## src/rtl/regfile_pkg.sv

```systemverilog
// Shared types and constants for the register-file dump engine.
// NREGS must be even and no larger than 2**ADDR_W.
package regfile_pkg;

  localparam int DATA_W = 16;
  localparam int ADDR_W = 4;
  localparam int NREGS  = 16;
  localparam int PAIR_W = ADDR_W - 1;
  localparam int NPAIRS = NREGS / 2;

  typedef enum logic [2:0] {
    IDLE,
    READ,
    DRAIN,
    CSUM,
    FIN
  } dump_state_t;

  typedef struct packed {
    logic [ADDR_W-1:0] addr;
    logic [DATA_W-1:0] data;
  } dump_beat_t;

  function automatic logic is_last_reg(input logic [ADDR_W-1:0] addr);
    return addr == ADDR_W'(NREGS - 1);
  endfunction

  function automatic logic is_last_pair(input logic [PAIR_W-1:0] pair);
    return pair == PAIR_W'(NPAIRS - 1);
  endfunction

endpackage

```

## src/rtl/regfile_dump_if.sv

```systemverilog
// Valid/ready beat stream carrying (address, data) pairs out of the dump engine.
interface regfile_dump_if;
  import regfile_pkg::*;

  logic              out_valid;
  logic              out_ready;
  logic [ADDR_W-1:0] out_addr;
  logic [DATA_W-1:0] out_data;
  logic              out_last;

  modport master (
    output out_valid,
    output out_addr,
    output out_data,
    output out_last,
    input  out_ready
  );

  modport slave (
    input  out_valid,
    input  out_addr,
    input  out_data,
    input  out_last,
    output out_ready
  );

endinterface

```

## src/rtl/regfile_dump_buf.sv

```systemverilog
// Two-entry beat buffer: loads a whole register pair at once, pops one beat at a time.
// A pair may load into an empty buffer or into one whose single entry pops this cycle.
module regfile_dump_buf
  import regfile_pkg::*;
(
  input  logic       clk,
  input  logic       reset,
  input  logic       load,
  input  logic       pop,
  input  dump_beat_t beat_a,
  input  dump_beat_t beat_b,
  output logic       valid,
  output logic       can_load,
  output dump_beat_t head
);

  logic [1:0] count_q, count_d;
  dump_beat_t ent0_q, ent0_d;
  dump_beat_t ent1_q, ent1_d;
  logic       pop_ok;

  assign pop_ok   = pop && (count_q != 2'd0);
  assign valid    = (count_q != 2'd0);
  assign can_load = (count_q == 2'd0) || ((count_q == 2'd1) && pop_ok);
  assign head     = ent0_q;

  always_comb begin
    count_d = count_q;
    ent0_d  = ent0_q;
    ent1_d  = ent1_q;
    if (load && can_load) begin
      ent0_d  = beat_a;
      ent1_d  = beat_b;
      count_d = 2'd2;
    end else if (pop_ok) begin
      ent0_d  = ent1_q;
      count_d = count_q - 2'd1;
    end
  end

  always_ff @(posedge clk or negedge reset) begin
    if (!reset) begin
      count_q <= 2'd0;
      ent0_q  <= '0;
      ent1_q  <= '0;
    end else begin
      count_q <= count_d;
      ent0_q  <= ent0_d;
      ent1_q  <= ent1_d;
    end
  end

endmodule

```

## src/rtl/regfile_dump.sv

```systemverilog
// Sweeps the two-port register file a pair at a time and streams (addr, data) beats.
// Define REGFILE_DUMP_CHECKSUM_EN to append a running-sum beat after the last register.
module regfile_dump
  import regfile_pkg::*;
(
  input  logic              clk,
  input  logic              reset,
  input  logic              start,
  output logic              busy,
  output logic              done,
  output logic [ADDR_W-1:0] readAddr1,
  output logic [ADDR_W-1:0] readAddr2,
  input  logic [DATA_W-1:0] readData1,
  input  logic [DATA_W-1:0] readData2,
  regfile_dump_if.master    out
);

  dump_state_t       state_q, state_d;
  logic [PAIR_W-1:0] pair_q, pair_d;
  logic              buf_valid;
  logic              buf_can_load;
  logic              load;
  logic              pop;
  logic              last_pop;
  logic              start_acc;
  dump_beat_t        head;
  dump_beat_t        beat_a;
  dump_beat_t        beat_b;

  // Read addresses come straight off the pair register, so they are stable all cycle.
  assign readAddr1 = {pair_q, 1'b0};
  assign readAddr2 = {pair_q, 1'b1};

  assign beat_a   = '{addr: readAddr1, data: readData1};
  assign beat_b   = '{addr: readAddr2, data: readData2};
  assign pop      = buf_valid && out.out_ready;
  assign last_pop = pop && is_last_reg(head.addr);

  regfile_dump_buf u_buf (
    .clk      (clk),
    .reset    (reset),
    .load     (load),
    .pop      (pop),
    .beat_a   (beat_a),
    .beat_b   (beat_b),
    .valid    (buf_valid),
    .can_load (buf_can_load),
    .head     (head)
  );

  always_comb begin
    state_d   = state_q;
    pair_d    = pair_q;
    load      = 1'b0;
    busy      = 1'b0;
    done      = 1'b0;
    start_acc = 1'b0;
    case (state_q)
      IDLE: begin
        if (start) begin
          state_d   = READ;
          pair_d    = '0;
          start_acc = 1'b1;
        end
      end
      READ: begin
        busy = 1'b1;
        if (buf_can_load) begin
          load   = 1'b1;
          pair_d = pair_q + PAIR_W'(1);
          if (is_last_pair(pair_q)) state_d = DRAIN;
        end
      end
      DRAIN: begin
        busy = 1'b1;
`ifdef REGFILE_DUMP_CHECKSUM_EN
        if (last_pop) state_d = CSUM;
`else
        if (last_pop) state_d = FIN;
`endif
      end
      CSUM: begin
`ifdef REGFILE_DUMP_CHECKSUM_EN
        busy = 1'b1;
        if (out.out_ready) state_d = FIN;
`else
        state_d = IDLE;
`endif
      end
      FIN: begin
        done    = 1'b1;
        state_d = IDLE;
      end
      default: state_d = IDLE;
    endcase
  end

`ifdef REGFILE_DUMP_CHECKSUM_EN
  logic [DATA_W-1:0] sum_q, sum_d;

  always_comb begin
    sum_d = sum_q;
    if (start_acc)
      sum_d = '0;
    else if (pop)
      sum_d = sum_q + head.data;
  end

  always_ff @(posedge clk or negedge reset) begin
    if (!reset) sum_q <= '0;
    else        sum_q <= sum_d;
  end

  // The checksum beat is synthesised from state; the buffer is empty by then.
  always_comb begin
    out.out_valid = buf_valid;
    out.out_addr  = head.addr;
    out.out_data  = head.data;
    out.out_last  = 1'b0;
    if (state_q == CSUM) begin
      out.out_valid = 1'b1;
      out.out_addr  = '0;
      out.out_data  = sum_q;
      out.out_last  = 1'b1;
    end
  end
`else
  logic unused_start_acc;
  assign unused_start_acc = start_acc;

  always_comb begin
    out.out_valid = buf_valid;
    out.out_addr  = head.addr;
    out.out_data  = head.data;
    out.out_last  = buf_valid && is_last_reg(head.addr);
  end
`endif

  always_ff @(posedge clk or negedge reset) begin
    if (!reset) begin
      state_q <= IDLE;
      pair_q  <= '0;
    end else begin
      state_q <= state_d;
      pair_q  <= pair_d;
    end
  end

endmodule
```

## src/flat_wrapper.sv

```systemverilog
// flat-port wrapper written by rule: the top's interface ports become plain ports
module regfile_dump_flat import regfile_pkg::*;
  (clk, reset, start, busy, done, readAddr1, readAddr2, readData1, readData2, out_out_valid, out_out_addr, out_out_data, out_out_last, out_out_ready);
  regfile_dump_if out_i ();
  input  logic clk;
  input  logic reset;
  input  logic start;
  output logic busy;
  output logic done;
  output logic [ADDR_W-1:0] readAddr1;
  output logic [ADDR_W-1:0] readAddr2;
  input  logic [DATA_W-1:0] readData1;
  input  logic [DATA_W-1:0] readData2;
  output wire logic [$bits(out_i.out_valid)-1:0] out_out_valid;
  output wire logic [$bits(out_i.out_addr)-1:0] out_out_addr;
  output wire logic [$bits(out_i.out_data)-1:0] out_out_data;
  output wire logic [$bits(out_i.out_last)-1:0] out_out_last;
  input wire logic [$bits(out_i.out_ready)-1:0] out_out_ready;
  assign out_out_valid = out_i.out_valid;
  assign out_out_addr = out_i.out_addr;
  assign out_out_data = out_i.out_data;
  assign out_out_last = out_i.out_last;
  assign out_i.out_ready = out_out_ready;
  regfile_dump u_core (.clk(clk), .reset(reset), .start(start), .busy(busy), .done(done), .readAddr1(readAddr1), .readAddr2(readAddr2), .readData1(readData1), .readData2(readData2), .out(out_i));
endmodule
```

## config.mk

```make
export PLATFORM = sky130hd
export DESIGN_NAME = regfile_dump_flat
export DESIGN_NICKNAME = d
export VERILOG_FILES = /design/src/rtl/regfile_pkg.sv /design/src/rtl/regfile_dump_if.sv /design/src/rtl/regfile_dump_buf.sv /design/src/rtl/regfile_dump.sv /design/src/flat_wrapper.sv
export SDC_FILE = /design/constraint.sdc
export NUM_CORES = 1
export LEC_CHECK = 0
export ABC_AREA = 1
export CELL_PAD_IN_SITES_DETAIL_PLACEMENT = 1
export CELL_PAD_IN_SITES_GLOBAL_PLACEMENT = 1
export CORE_MARGIN = 2
export CORE_UTILIZATION = 32
export CTS_BUF_LIST = sky130_fd_sc_hd__clkbuf_4
export CTS_CLUSTER_SIZE = 25
export DETAILED_ROUTE_END_ITERATION = 16
export PLACE_DENSITY_LB_ADDON = 0.1
export REMOVE_ABC_BUFFERS = 1
export SETUP_SLACK_MARGIN = 0.15
export SYNTH_ARGS = -nofsm -noshare
export SYNTH_HDL_FRONTEND = slang
export SYNTH_SLANG_ARGS = --single-unit
export TNS_END_PERCENT = 30
```

## constraint.sdc

```tcl
create_clock -name clk -period 1.4 [get_ports clk]
set_input_delay 0.21 -clock clk [delete_from_list [all_inputs] [get_ports clk]]
set_output_delay 0.21 -clock clk [all_outputs]
set_load 0.01 [all_outputs]
```

==> results summary <==
The run finished, with violations left. The final reports fail on negative setup slack. Clock tree synthesis inserted a total of 5 buffers. The detailed-route vias per instance is 4.53. The data arrival at the endpoint of the critical path came out at 1.91 ns.

The number of diodes added for antenna fixing came out at 0. After the last flow step, the layout net total stands at 415. The number of primary I/O pins came out at 68. Walking the worst path, the cells encountered are buf_6 > buf_6 > ha_4 > nand2_4 > nand2_4 > buf_6 > nand2_8 > buf_8 > nand3_1 > nand3_2. The first global-routing pass estimated 10,500 µm of wire. The critical path in this run is classified as flip-flop to flip-flop. Along the worst path, the maximum fanout reaches 14. The count of final max-slew check failures came to 0. The power density over the cells came out at 2250 mW/mm². The number of buffer cells added on primary ports is 65. The design draws 8310 µW. The maximum clock path buffer count came out at 2. The family of cells with the greatest summed delay on the critical path is buffers and inverters.

The number of flip-flops and latches in the synthesized netlist came out at 48. STA classifies the critical path startpoint as a flip-flop. The detailed-router iteration count before antenna repair is 4.

In this run the worst hold path is classified as input pin to asynchronous set/reset pin. The critical path contains buffers and inverters numbering 4 combined. The clock tree root buffer cell is sky130_fd_sc_hd__clkbuf_4. The number of global-route vias before repair is 2,191. The number of hold violations in the final report came to 0. Global routing finished with a remaining overflow of 0. The data required time of the worst path is 1.72 ns. Setup repair after global routing could not meet its margin everywhere.

The placeable core region is 0.00683 mm². The total global routing track utilization came out at 17.6%. The number of vias in the routed layout came out at 2,140.

The combined area of the multi-input logic cells is 0.00111 mm². Dividing the detail-routed wire length by the instance count gives 14.1 µm. The worst setup margin came out at -0.189 ns. TritonCTS built the clock tree. The DRC violation count after routing came out at 0. The floorplan has 30 rows.

The area overhead of the layout relative to synthesis came out at 62.7%. The maximum VDD drop is 0.000746 V. The deepest level of the CTS H-tree is 2.

The number of distinct standard cells referenced by the synthesized netlist came out at 21. The sequential cell area came out at 0.00120 mm². On the worst path, the slowest cell contributes a delay of 0.44 ns. The overall die height came out at 88.3 µm. The insertion delay of the later-clocked pin in the worst-skew pair is 0.37 ns.

The cell leakage power is 0.00189 µW. The estimated wirelength of the detail-placed design came out at 4060 µm. From left edge to right edge, the die measures 88.3 µm.

The worst setup path is captured at a flip-flop. For the final database, setup skew stands at 0.00816 ns. The average instance in the mapped netlist occupies 8.54 µm².

The number of instances in the synthesized netlist came out at 266. The number of violations reported at the end of detailed-routing iteration 0 is 86. The fraction of layout cells with a size suffix above 1 came out at 41.2%. Of the available clock period, the critical path in the final layout requires 114%. The initial antenna violation count came out at 0. The finished cells cover 0.00370 mm². The global placer's final weighted congestion came out at 0.744. The count of nets left with antenna violations once routing finished came out at 0. The cell area after technology mapping came out at 0.00227 mm². The portion of the post-synthesis area used by sequential elements is 52.9%. On the critical path, the stage with the largest delay is an instance of sky130_fd_sc_hd__dfrtp_1.

The yosys synthesis warning count is 0. The critical path's most frequent cell is sky130_fd_sc_hd__buf_6. The area of the die came out at 0.00779 mm².

The number of max-cap violations is 0. The filler cells instantiated in the layout total 823. For this configuration, the core starts out at a cell density of 33.3%. The clock period minus final worst setup slack came out at 1.59 ns. The largest net degree at the start of global routing came out at 49. The placed instances occupy a cell area of 0.00312 mm². After clock tree synthesis, the clock-pin slew on the worst setup and hold paths is 0.14 ns. The number of sinks handled by clock tree synthesis came out at 48.

The setup violation total in the final timing report is 52. The highest attainable clock frequency came out at 0.629 GHz. The wire length reported by the detailed router came out at 6670 µm.
-- cells by family (layout without fill, tap and decap cells) --
| family | count (synthesis) | in the layout | share of synthesized area [%] |
|---|---|---|---|
| buffers and inverters | 35 | 144 | 9.53 |
| other | 2 | 2 | 0.331 |
| and+or+nand+nor | 173 | 174 | 34.1 |
| DFF | 48 | 48 | 52.9 |
| adders and majority gates | 4 | 4 | 2.20 |
| AOI/OAI and AO/OA | 4 | 4 | 0.991 |
-- final timing paths --
path	from	to	slack, ns	cells after the start
hold reg to reg	u_core.u_buf.ent1_q[3]	u_core.u_buf.ent1_q[3]	0.50	2
min in group clk	readData2[5]	u_core.u_buf.ent1_q[5]	0.36	3
hold / removal	reset	u_core.u_buf.head[7]	0.34	3
setup / recovery	u_core.u_buf.count_q[0]	u_core.u_buf.head[9]	-0.19	10
max in group asynchronous	reset	u_core.u_buf.ent1_q[18]	0.83	3
setup reg to reg	u_core.u_buf.count_q[0]	u_core.u_buf.head[9]	-0.19	10
-- per-layer routing --
layer,vias up,part of all wire [%],track usage [%]
li1,1057,-,-
met1,1033,45,23.5
met2,44,50,29.5
met3,6,3.9,3.64
met4,0,1.0,4.13
met5,-,0,0
-- placed cells by master, fill, tap and decap left out, drive strengths merged --
| master | netlist | final |
|---|---|---|
| nor2 | 4 | 4 |
| nand2 | 108 | 109 |
| dfrtp | 48 | 48 |
| clkbuf | 0 | 24 |
| buf | 16 | 63 |
| clkinv | 1 | 2 |
| and2 | 3 | 3 |
| inv | 18 | 18 |
| nand3 | 53 | 53 |
| nand4 | 2 | 2 |
| dlygate4sd2 | 0 | 1 |
| dlygate4sd3 | 0 | 1 |
| o21ai | 3 | 3 |
| nor3 | 3 | 3 |
| clkdlybuf4s50 | 0 | 34 |
| clkinvlp | 0 | 1 |
| o211ai | 1 | 1 |
| ha | 4 | 4 |
| conb | 2 | 2 |
-- synth_stat cells --
cell type | instances | share of area, %
sky130_fd_sc_hd__buf_2 | 2 | 0.44
sky130_fd_sc_hd__ha_1 | 4 | 2.2
sky130_fd_sc_hd__nor2_4 | 2 | 0.99
sky130_fd_sc_hd__dfrtp_1 | 48 | 53
sky130_fd_sc_hd__nand3_1 | 52 | 11
sky130_fd_sc_hd__nor2_1 | 2 | 0.33
sky130_fd_sc_hd__nand2_1 | 103 | 17
sky130_fd_sc_hd__nand2_4 | 2 | 0.99
sky130_fd_sc_hd__o211ai_1 | 1 | 0.33
sky130_fd_sc_hd__conb_1 | 2 | 0.33
sky130_fd_sc_hd__buf_6 | 8 | 4.0
sky130_fd_sc_hd__o21ai_0 | 3 | 0.66
sky130_fd_sc_hd__inv_2 | 4 | 0.66
sky130_fd_sc_hd__inv_1 | 14 | 2.3
sky130_fd_sc_hd__clkinv_1 | 1 | 0.17
sky130_fd_sc_hd__nand4_1 | 2 | 0.55
sky130_fd_sc_hd__and2_1 | 3 | 0.83
sky130_fd_sc_hd__buf_4 | 6 | 2.0
sky130_fd_sc_hd__nand3_2 | 1 | 0.44
sky130_fd_sc_hd__nor3_1 | 3 | 0.66
sky130_fd_sc_hd__nand2_2 | 3 | 0.83
-- worst reg2reg max path: stages, from the launching register on --
cell and delay, ns:
sky130_fd_sc_hd__dfrtp_1 0.44, sky130_fd_sc_hd__buf_6 0.13, sky130_fd_sc_hd__buf_6 0.10, sky130_fd_sc_hd__ha_4 0.15, sky130_fd_sc_hd__nand2_4 0.05, sky130_fd_sc_hd__nand2_4 0.06
sky130_fd_sc_hd__buf_6 0.14, sky130_fd_sc_hd__nand2_8 0.10, sky130_fd_sc_hd__buf_8 0.16, sky130_fd_sc_hd__nand3_1 0.12, sky130_fd_sc_hd__nand3_2 0.08
-- stage by stage --
stage | utilization, % | instances | hold WS (ns) | worst slack, ns | setup TNS [ns]
detailed placement | 45.7 | 438 | 0.224 | -0.193 | -6.19
CTS | 53.3 | 469 | 0.342 | -0.163 | -5.46
global route | 54.1 | 472 | 0.346 | -0.252 | -9.99
floorplan | - | 250 | -0.0856 | -0.349 | -7.07
global placement | 45.7 | 438 | 0.222 | -0.150 | -4.76
finish | 54.1 | 472 | 0.342 | -0.189 | -6.40
-- registers in the layout, summed over array words and instances, names as in the netlist --
signal / flops
u_core.pair_q: 3
u_core.state_q: 3
u_core.u_buf.count_q: 2
u_core.u_buf.ent1_q: 20
u_core.u_buf.head: 20
-- power by group --
group | leakage (µW) | total, µW | internal (µW) | switching [µW]
clock network | 0.0000293 | 654 | 211 | 442
registers | 0.000590 | 2430 | 2050 | 388
logic | 0.00127 | 5220 | 2580 | 2640
total | 0.00189 | 8310 | 4840 | 3470
-- area by class of cell --
class	count	area share, %
Multi-Input combinational cell	184	29.9
Clock buffer	6	1.22
Inverter	19	2.06
Tap cell	96	3.25
Clock inverter	2	0.305
Sequential cell	48	32.5
Timing Repair Buffer	117	30.7
-- timing repair --
item,in CTS,in global routing
hold buffers,1,0
pin swaps,11,7
endpoints found under the setup margin,78,78
resized for setup,154,55
cloned,5,1
buffers inserted,17,2
endpoints found under the hold margin,48,0
(Power assumes the default switching activity.)
